### src/rtl/mux_pkg.sv
// Shared constants and helpers for the stream mux / arbiter slice.
package mux_pkg;

  localparam logic MODE_RR  = 1'b0;
  localparam logic MODE_SEL = 1'b1;

  // Index width never collapses to zero, even for degenerate channel counts.
  function automatic int idx_w(input int n);
    return (n <= 2) ? 1 : $clog2(n);
  endfunction

endpackage

### src/rtl/rr_arbiter.sv
// Combinational round-robin arbiter: first requester at or above ptr, wrapping.
module rr_arbiter import mux_pkg::*; #(
  parameter  int N    = 4,
  localparam int SELW = idx_w(N)
) (
  input  logic [N-1:0]    req,
  input  logic [SELW-1:0] ptr,
  output logic [N-1:0]    gnt,
  output logic [SELW-1:0] gnt_idx,
  output logic            any_gnt
);

  localparam int SW1 = SELW + 1;

  logic [SW1-1:0]  sum;
  logic [SELW-1:0] idx;

  // ptr < N and k < N, so one conditional subtract is enough to wrap.
  always_comb begin
    gnt     = '0;
    gnt_idx = '0;
    any_gnt = 1'b0;
    sum     = '0;
    idx     = '0;
    for (int k = 0; k < N; k++) begin
      sum = {1'b0, ptr} + SW1'(k);
      if (sum >= SW1'(N)) sum = sum - SW1'(N);
      idx = sum[SELW-1:0];
      if (!any_gnt && req[idx]) begin
        gnt[idx] = 1'b1;
        gnt_idx  = idx;
        any_gnt  = 1'b1;
      end
    end
  end

endmodule

### src/rtl/stream_mux_arb.sv
// N:1 stream mux with round-robin or manual select feeding one registered output.
module stream_mux_arb import mux_pkg::*; #(
  parameter  int N    = 4,
  parameter  int W    = 8,
  localparam int SELW = idx_w(N)
) (
  input  logic            clk,
  input  logic            rst_n,
  input  logic            mode,
  input  logic [SELW-1:0] sel,
  input  logic [N-1:0]    in_valid,
  input  logic [N*W-1:0]  in_data,
  output logic [N-1:0]    in_ready,
  output logic            out_valid,
  output logic [W-1:0]    out_data,
  output logic [SELW-1:0] out_sel,
  input  logic            out_ready
);

  localparam int SW1 = SELW + 1;

  logic [SELW-1:0] ptr_q;
  logic            out_valid_q;
  logic [W-1:0]    out_data_q;
  logic [SELW-1:0] out_sel_q;

  logic [N-1:0]    arb_gnt;
  logic [SELW-1:0] arb_idx;
  logic            arb_any;

  logic [N-1:0]    sel_gnt;
  logic            sel_ok;
  logic [N-1:0]    grant;
  logic [SELW-1:0] gnt_idx;
  logic            gnt_any;
  logic            load_en;
  logic            in_xfer;
  logic [W-1:0]    data_mux;
  logic [SELW-1:0] ptr_d;

  rr_arbiter #(.N(N)) u_arb (
    .req     (in_valid),
    .ptr     (ptr_q),
    .gnt     (arb_gnt),
    .gnt_idx (arb_idx),
    .any_gnt (arb_any)
  );

  // Manual grant looks only at the selected channel's valid; out-of-range sel never grants.
  assign sel_ok = ({1'b0, sel} < SW1'(N));

  always_comb begin
    sel_gnt = '0;
    for (int i = 0; i < N; i++) begin
      sel_gnt[i] = sel_ok && (sel == SELW'(i)) && in_valid[i];
    end
  end

  assign grant   = (mode == MODE_SEL) ? sel_gnt : arb_gnt;
  assign gnt_idx = (mode == MODE_SEL) ? sel     : arb_idx;
  assign gnt_any = |grant;

  assign load_en  = !out_valid_q || out_ready;
  assign in_ready = (rst_n && load_en) ? grant : '0;
  assign in_xfer  = rst_n && load_en && gnt_any;

  always_comb begin
    data_mux = '0;
    for (int i = 0; i < N; i++) begin
      if (grant[i]) data_mux = in_data[i*W +: W];
    end
  end

  assign ptr_d = (gnt_idx == SELW'(N - 1)) ? '0 : gnt_idx + 1'b1;

  always_ff @(posedge clk or negedge rst_n) begin
    if (!rst_n) begin
      ptr_q       <= '0;
      out_valid_q <= 1'b0;
      out_data_q  <= '0;
      out_sel_q   <= '0;
    end else if (in_xfer) begin
      out_valid_q <= 1'b1;
      out_data_q  <= data_mux;
      out_sel_q   <= gnt_idx;
      if (mode == MODE_RR) ptr_q <= ptr_d;
    end else if (out_ready) begin
      out_valid_q <= 1'b0;
    end
  end

  assign out_valid = out_valid_q;
  assign out_data  = out_data_q;
  assign out_sel   = out_sel_q;

endmodule

### config.mk
export PLATFORM = sky130hd
export DESIGN_NAME = stream_mux_arb
export DESIGN_NICKNAME = d
export VERILOG_FILES = /design/src/rtl/mux_pkg.sv /design/src/rtl/rr_arbiter.sv /design/src/rtl/stream_mux_arb.sv
export SDC_FILE = /design/constraint.sdc
export NUM_CORES = 1
export LEC_CHECK = 0
export ABC_CLOCK_PERIOD_IN_PS = 7180
export CAP_MARGIN = 15
export CORE_AREA = 2 2 73 75
export DETAILED_ROUTE_END_ITERATION = 10
export DIE_AREA = 0 0 75 77
export GPL_ROUTABILITY_DRIVEN = 0
export HOLD_SLACK_MARGIN = 0.1
export PLACE_DENSITY_LB_ADDON = 0.05
export SETUP_SLACK_MARGIN = 0.15
export SLEW_MARGIN = 10
export SYNTH_ARGS = -nofsm -noshare
export SYNTH_HDL_FRONTEND = slang
export SYNTH_SLANG_ARGS = --single-unit
export TNS_END_PERCENT = 50
### constraint.sdc
create_clock -name clk -period 7.18 [get_ports clk]
set_input_delay 0.718 -clock clk [delete_from_list [all_inputs] [get_ports clk]]
set_output_delay 0.718 -clock clk [all_outputs]
set_load 0.01 [all_outputs]
Word-level counts from Yosys, hierarchy flattened
Cells that the tools add are included.
{"block": "classes", "n_eq_ne": 4, "reduce_logical": 22, "muxes": 41, "order_cmp": 12, "bitwise_logic": 4, "add_sub_neg": 8}
{"op": "2-to-1 mux 8 bit", "n": 4}
{"op": "2-to-1 mux 4 bit", "n": 6}
{"op": "2-to-1 mux 2 bit", "n": 10}
{"op": "logical AND 1 bit", "n": 13}
{"op": "2-to-1 mux 1 bit", "n": 13}
{"op": "< comparator 2 x 3 -> 1 bit (second input constant)", "n": 4}
{"op": "OR 4 bit", "n": 3}
{"op": "greater-or-equal comparator 3 bit (second input constant)", "n": 3}
{"op": "binary-select mux 1 bit (select 2 bit)", "n": 4}
{"op": "demux 1 bit (select 2 bit)", "n": 4}
{"op": "greater-or-equal comparator 2 x 1 -> 1 bit (second input constant)", "n": 4}
{"op": "subtractor 2 x 1 -> 2 bit (second input constant)", "n": 4}
{"op": "adder 2 x 2 -> 3 bit (second input constant)", "n": 2}
{"op": "equality test 2 bit (second input constant)", "n": 3}
{"op": "zero test 1 bit", "n": 4}
{"op": "OR reduction 4 bit", "n": 1}
{"op": "adder 2 x 1 -> 3 bit (second input constant)", "n": 1}
{"op": "greater-or-equal comparator 2 x 3 -> 1 bit (second input constant)", "n": 1}
{"op": "adder 2 x 1 -> 2 bit (second input constant)", "n": 1}
{"op": "equality test 2 x 1 -> 1 bit (second input constant)", "n": 1}
{"op": "zero test 2 bit", "n": 1}
{"op": "AND reduction 2 bit", "n": 1}
{"op": "nonzero test 2 bit", "n": 1}
{"op": "logical OR 1 bit", "n": 1}
{"op": "inverter 1 bit", "n": 1}
{"block": "word_totals", "output_inout_bits": 15, "input_bits": 42, "regBits": 13, "word_cells": 95}

Logic depth before layout (Yosys ltp)
{"block": "logic_depth", "word_depth": 19, "ltp_mapped": 14, "depth_no_buf": 9}

Modules after synthesis
Synthesis repeated with hierarchy kept, for this count alone.
{"block": "unflattened", "cells_unflattened": 139, "hier_area_um2": 1320.0}
{"mod": "stream_mux_arb", "n_inst": 1, "area_each_um2": 898.4, "cells_each": 94, "seq_area_each_um2": 325.3}
{"mod": "rr_arbiter", "n_inst": 1, "area_each_um2": 421.7, "cells_each": 45, "seq_area_each_um2": 0.0}

Worst setup path after synthesis
Ideal clock, no wire load.
{"block": "synth_path", "path_kind": "register to output", "from": "reg ptr_q[0]", "to": "out in_ready[2]", "path_stages_with_launch": 11, "arrival_time_ps": 3044, "slack_ps": 3418, "cell_sequence": "dfrtp_1 -> buf_2 -> buf_1 -> inv_1 -> ha_1 -> clkbuf_1 -> mux4_2 -> nor4b_4 -> nand2_1 -> a32o_1 -> nor2_1"}
{"block": "synth_between", "elab_chain_cells": 16, "word_cells_on_any_way": 61}
{"item": "from (decl)", "line_no": "stream_mux_arb.sv:22", "source": "logic [SELW-1:0] ptr_q;"}
{"item": "from (signal assigned)", "line_no": "stream_mux_arb.sv:86", "source": "if (mode == MODE_RR) ptr_q <= ptr_d;"}
{"item": "branches (longest 13 deep; another with adder 2 x 1 -> 3 bit)"}
{"item": "2-to-1 mux 4 bit (*)", "line_no": "rr_arbiter.sv:29", "source": "if (!any_gnt && req[idx]) begin"}
{"item": "2-to-1 mux 4 bit (*)", "line_no": "stream_mux_arb.sv:59", "source": "assign grant = (mode == MODE_SEL) ? sel_gnt : arb_gnt;"}
{"item": "2-to-1 mux 4 bit (*)", "line_no": "stream_mux_arb.sv:64", "source": "assign in_ready = (rst_n && load_en) ? grant : '0;"}
{"item": "to (decl)", "line_no": "stream_mux_arb.sv:13", "source": "output logic [N-1:0] in_ready,"}
Every way passes the cells marked *. The select of a mux whose other input is x is not followed.

Worst setup path after layout
{"block": "layout_path", "from": "reg ptr_q[0]", "to": "out in_ready[1]"}
The elaborated chain is that of the path after synthesis.

==> qor.txt <==
Mapped Area: 1500 um^2
worst-case clock buffer depth: 2
Mean Syn Cell Area: 8.53 um^2
clock sinks: 13
Via density: 5.51
synth top area cells: dfrtp_1 22%, nand2_1 8.3%, mux4_2 6.0%, a311oi_1 5.8%, ha_1 5.0%
Worst Tran Pin Value: 0.854 ns
DIE WIDTH: 75 um
P per Cell Area: 311 nW/um^2
Synth area leader: dfrtp_1
relative slew slack: 0.425
number of flops mapped to enable cells by yosys: 0
final setup fails: 0
critical path class: flop to output pin
CTS Buf Count: 3
crit-path max FO: 20
TritonCTS clock tree: yes
Starting DRT DRC Count: 108
Hold Crit Class: flop to flop
Final Cycle Share: 0.668
Critical Path RT: 6.46 ns
fin nets: 274
# IOs: 57
Die Ht: 77 um
Setup crit start kind: flop
number of synthesized register bits: 13
RSZ-0062 raised after global routing: false
Top FF cell, synth: dfrtp_1
IO Port Bufs: 56
Total Neg Setup Slack: 0 ns
metal2 WL: 2270 um
post-CTS resize count: 0
Max Used Layer: met4
Layout Cells excl Fill: 295
initial antenna violation count: 0
core area: 4980 um^2
HPWL Detailed: 3740 um
Crit path buffers/inverters: 2
Data arrival, critical path: 4.08 ns
Max VDD drop: 0.000164 V
max-slew violations: 0
Post-CTS Setup Inserts: 0
GRT Overall Usage: 0.170
largest net degree at the start of global routing: 24
result of the run: complete, no violations
Congestion Overflow GR: 0
Hold-fix buffers, CTS: 0
Final Critical Period: 4.80 ns
vias in the first global route: 1633
Mapped Cells: 176
Post-DRT Antenna Nets: 0
slowest stage delay, CP: 0.80 ns
Site Rows: 26
die area: 5780 um^2
starting density of the core: 0.302
share of cells above drive strength 1: 0.0667
post-synth cell types: 44
routed length on met3: 268 um
routed length on met1: 2270 um
post-synth top area share: 0.217
Routed WL per cell: 16.6 um
area delta synth->final: 41.6%
Leak: 0.753 nW
clk root buf: clkbuf_8
Clock Pin Slew Worst Setup and Hold Paths: 0.06 ns
ant diodes: 0
final WL: 4890 um
Worst path top cell family by delay: simple AND/OR/NAND/NOR gates
Max-Cap Viols: 0
clk_skew: 0.00322 ns
Synth warnings: 0
# DRC: 0
syn_nets: 224
worst-skew pair later-pin latency: 0.24 ns
Placed Cells incl. Taps: 291
htree depth: 1
Worst setup EP type: output pin
Util after Layout: 0.427
Final Hold Fails: 0
sequential cell area fraction in the yosys report: 0.217
TritonRoute pass-1 iters: 4
Peak Freq: 208 MHz
crit-path cells: inv_1, ha_1, mux4_2, nor4b_4, nand2_2, a41o_1, nor2_1, clkdlybuf4s50_1
crit path max-delay cell type: dfrtp_1
Post-synth ARST share: 1.00
first-pass GRT wire length: 7770 um
via count: 1624
## Yosys cell counts (all sizes together) (2+ instances only)
| cell | n |
|---|---|
| dfrtp | 13 |
| nand2 | 34 |
| ha | 6 |
| a22oi | 2 |
| a311oi | 10 |
| buf | 6 |
| a32o | 3 |
| o211ai | 10 |
| mux2i | 4 |
| nor3b | 2 |
| a41oi | 9 |
| clkbuf | 5 |
| mux4 | 4 |
| inv | 4 |
| nor3 | 2 |
| and2 | 3 |
| a32oi | 3 |
| o21a | 9 |
| nor2 | 9 |
| nand3b | 2 |
| a21oi | 8 |
| mux2 | 2 |
| a21o | 2 |
| o21ai | 12 |
## layer usage
| layer | GRT usage | up-vias |
|---|---|---|
| met2 | 0.248 | 61 |
| li1 | - | 787 |
| met4 | 0.0518 | 0 |
| met5 | 0 | - |
| met1 | 0.243 | 766 |
| met3 | 0.0420 | 10 |
## registers in the layout (all words and copies together) (netlist names)
register / flops
out_data: 8
out_sel: 2
out_valid: 1
ptr_q: 2
## power by group
part	internal [mW]	switching, mW
logic	0.216	0.225
registers	0.108	0.0460
clock network	0.0393	0.0276
total	0.363	0.299
## layout by cell type (no fill, tap or decap), drive strengths merged
cell,count
nand2,34
a22oi,2
o21bai,1
mux2,2
a221oi,1
nand3,1
clkbuf,4
nor2,9
xor2,1
nand3b,2
nor2b,1
a41o,1
clkdlybuf4s50,56
nand4b,1
a311oi,10
o22a,1
or4,1
and2,3
a21o,2
a32oi,3
nand2b,1
a21oi,8
o311a,1
nor4b,1
a32o,3
dfrtp,13
a41oi,9
ha,6
mux4,4
o21ai,12
o21a,9
nor3b,2
nor3,2
mux2i,4
o211ai,10
inv,4
## area by class of cell
| type | instances | area [um^2] |
|---|---|---|
| inverters | 4 | 15.0 |
| well taps | 70 | 87.6 |
| clock buffers | 4 | 45.0 |
| fillers | 501 | 2850 |
| multi-input cells | 148 | 1090 |
| flip-flops and latches | 13 | 325 |
| repair buffers | 56 | 561 |
## cells by family after synthesis
kind of cell / count (synthesis) / synth area share
multiplexers: 10 / 0.102
AO/OA/AOI/OAI: 73 / 0.380
XOR/XNOR: 1 / 0.00583
adder cells (fa/ha/maj): 6 / 0.0500
AND/OR/NAND/NOR: 58 / 0.190
flip-flops: 13 / 0.217
buffers and inverters: 15 / 0.0558
## final timing paths
path,slack [ns],startpoint,cells after the start,to
worst max-delay path,2.38,ptr_q[0],8,in_ready[1]
worst min-delay path,0.49,out_data[0],1,out_data[0]
worst max register to register,2.94,ptr_q[0],9,ptr_q[1]
worst min register to register,0.49,out_data[0],1,out_data[0]
max in group asynchronous,5.92,rst_n,1,ptr_q[0]
min in group asynchronous,0.86,rst_n,1,out_data[1]
## through the flow
| step | hold WS, ns | total power, mW | instance area [um^2] | worst slack (ns) |
|---|---|---|---|---|
| floorplan | 0.422 | 0.446 | 1500 | 3.42 |
| global placement | 0.479 | 0.588 | 2080 | 2.75 |
| detailed placement | 0.484 | 0.593 | 2080 | 2.65 |
| CTS | 0.501 | 0.663 | 2130 | 2.41 |
| global route | 0.518 | 0.712 | 2130 | 2.07 |
| finish | 0.493 | 0.662 | 2130 | 2.38 |
Power figures use the tool's default switching activity.
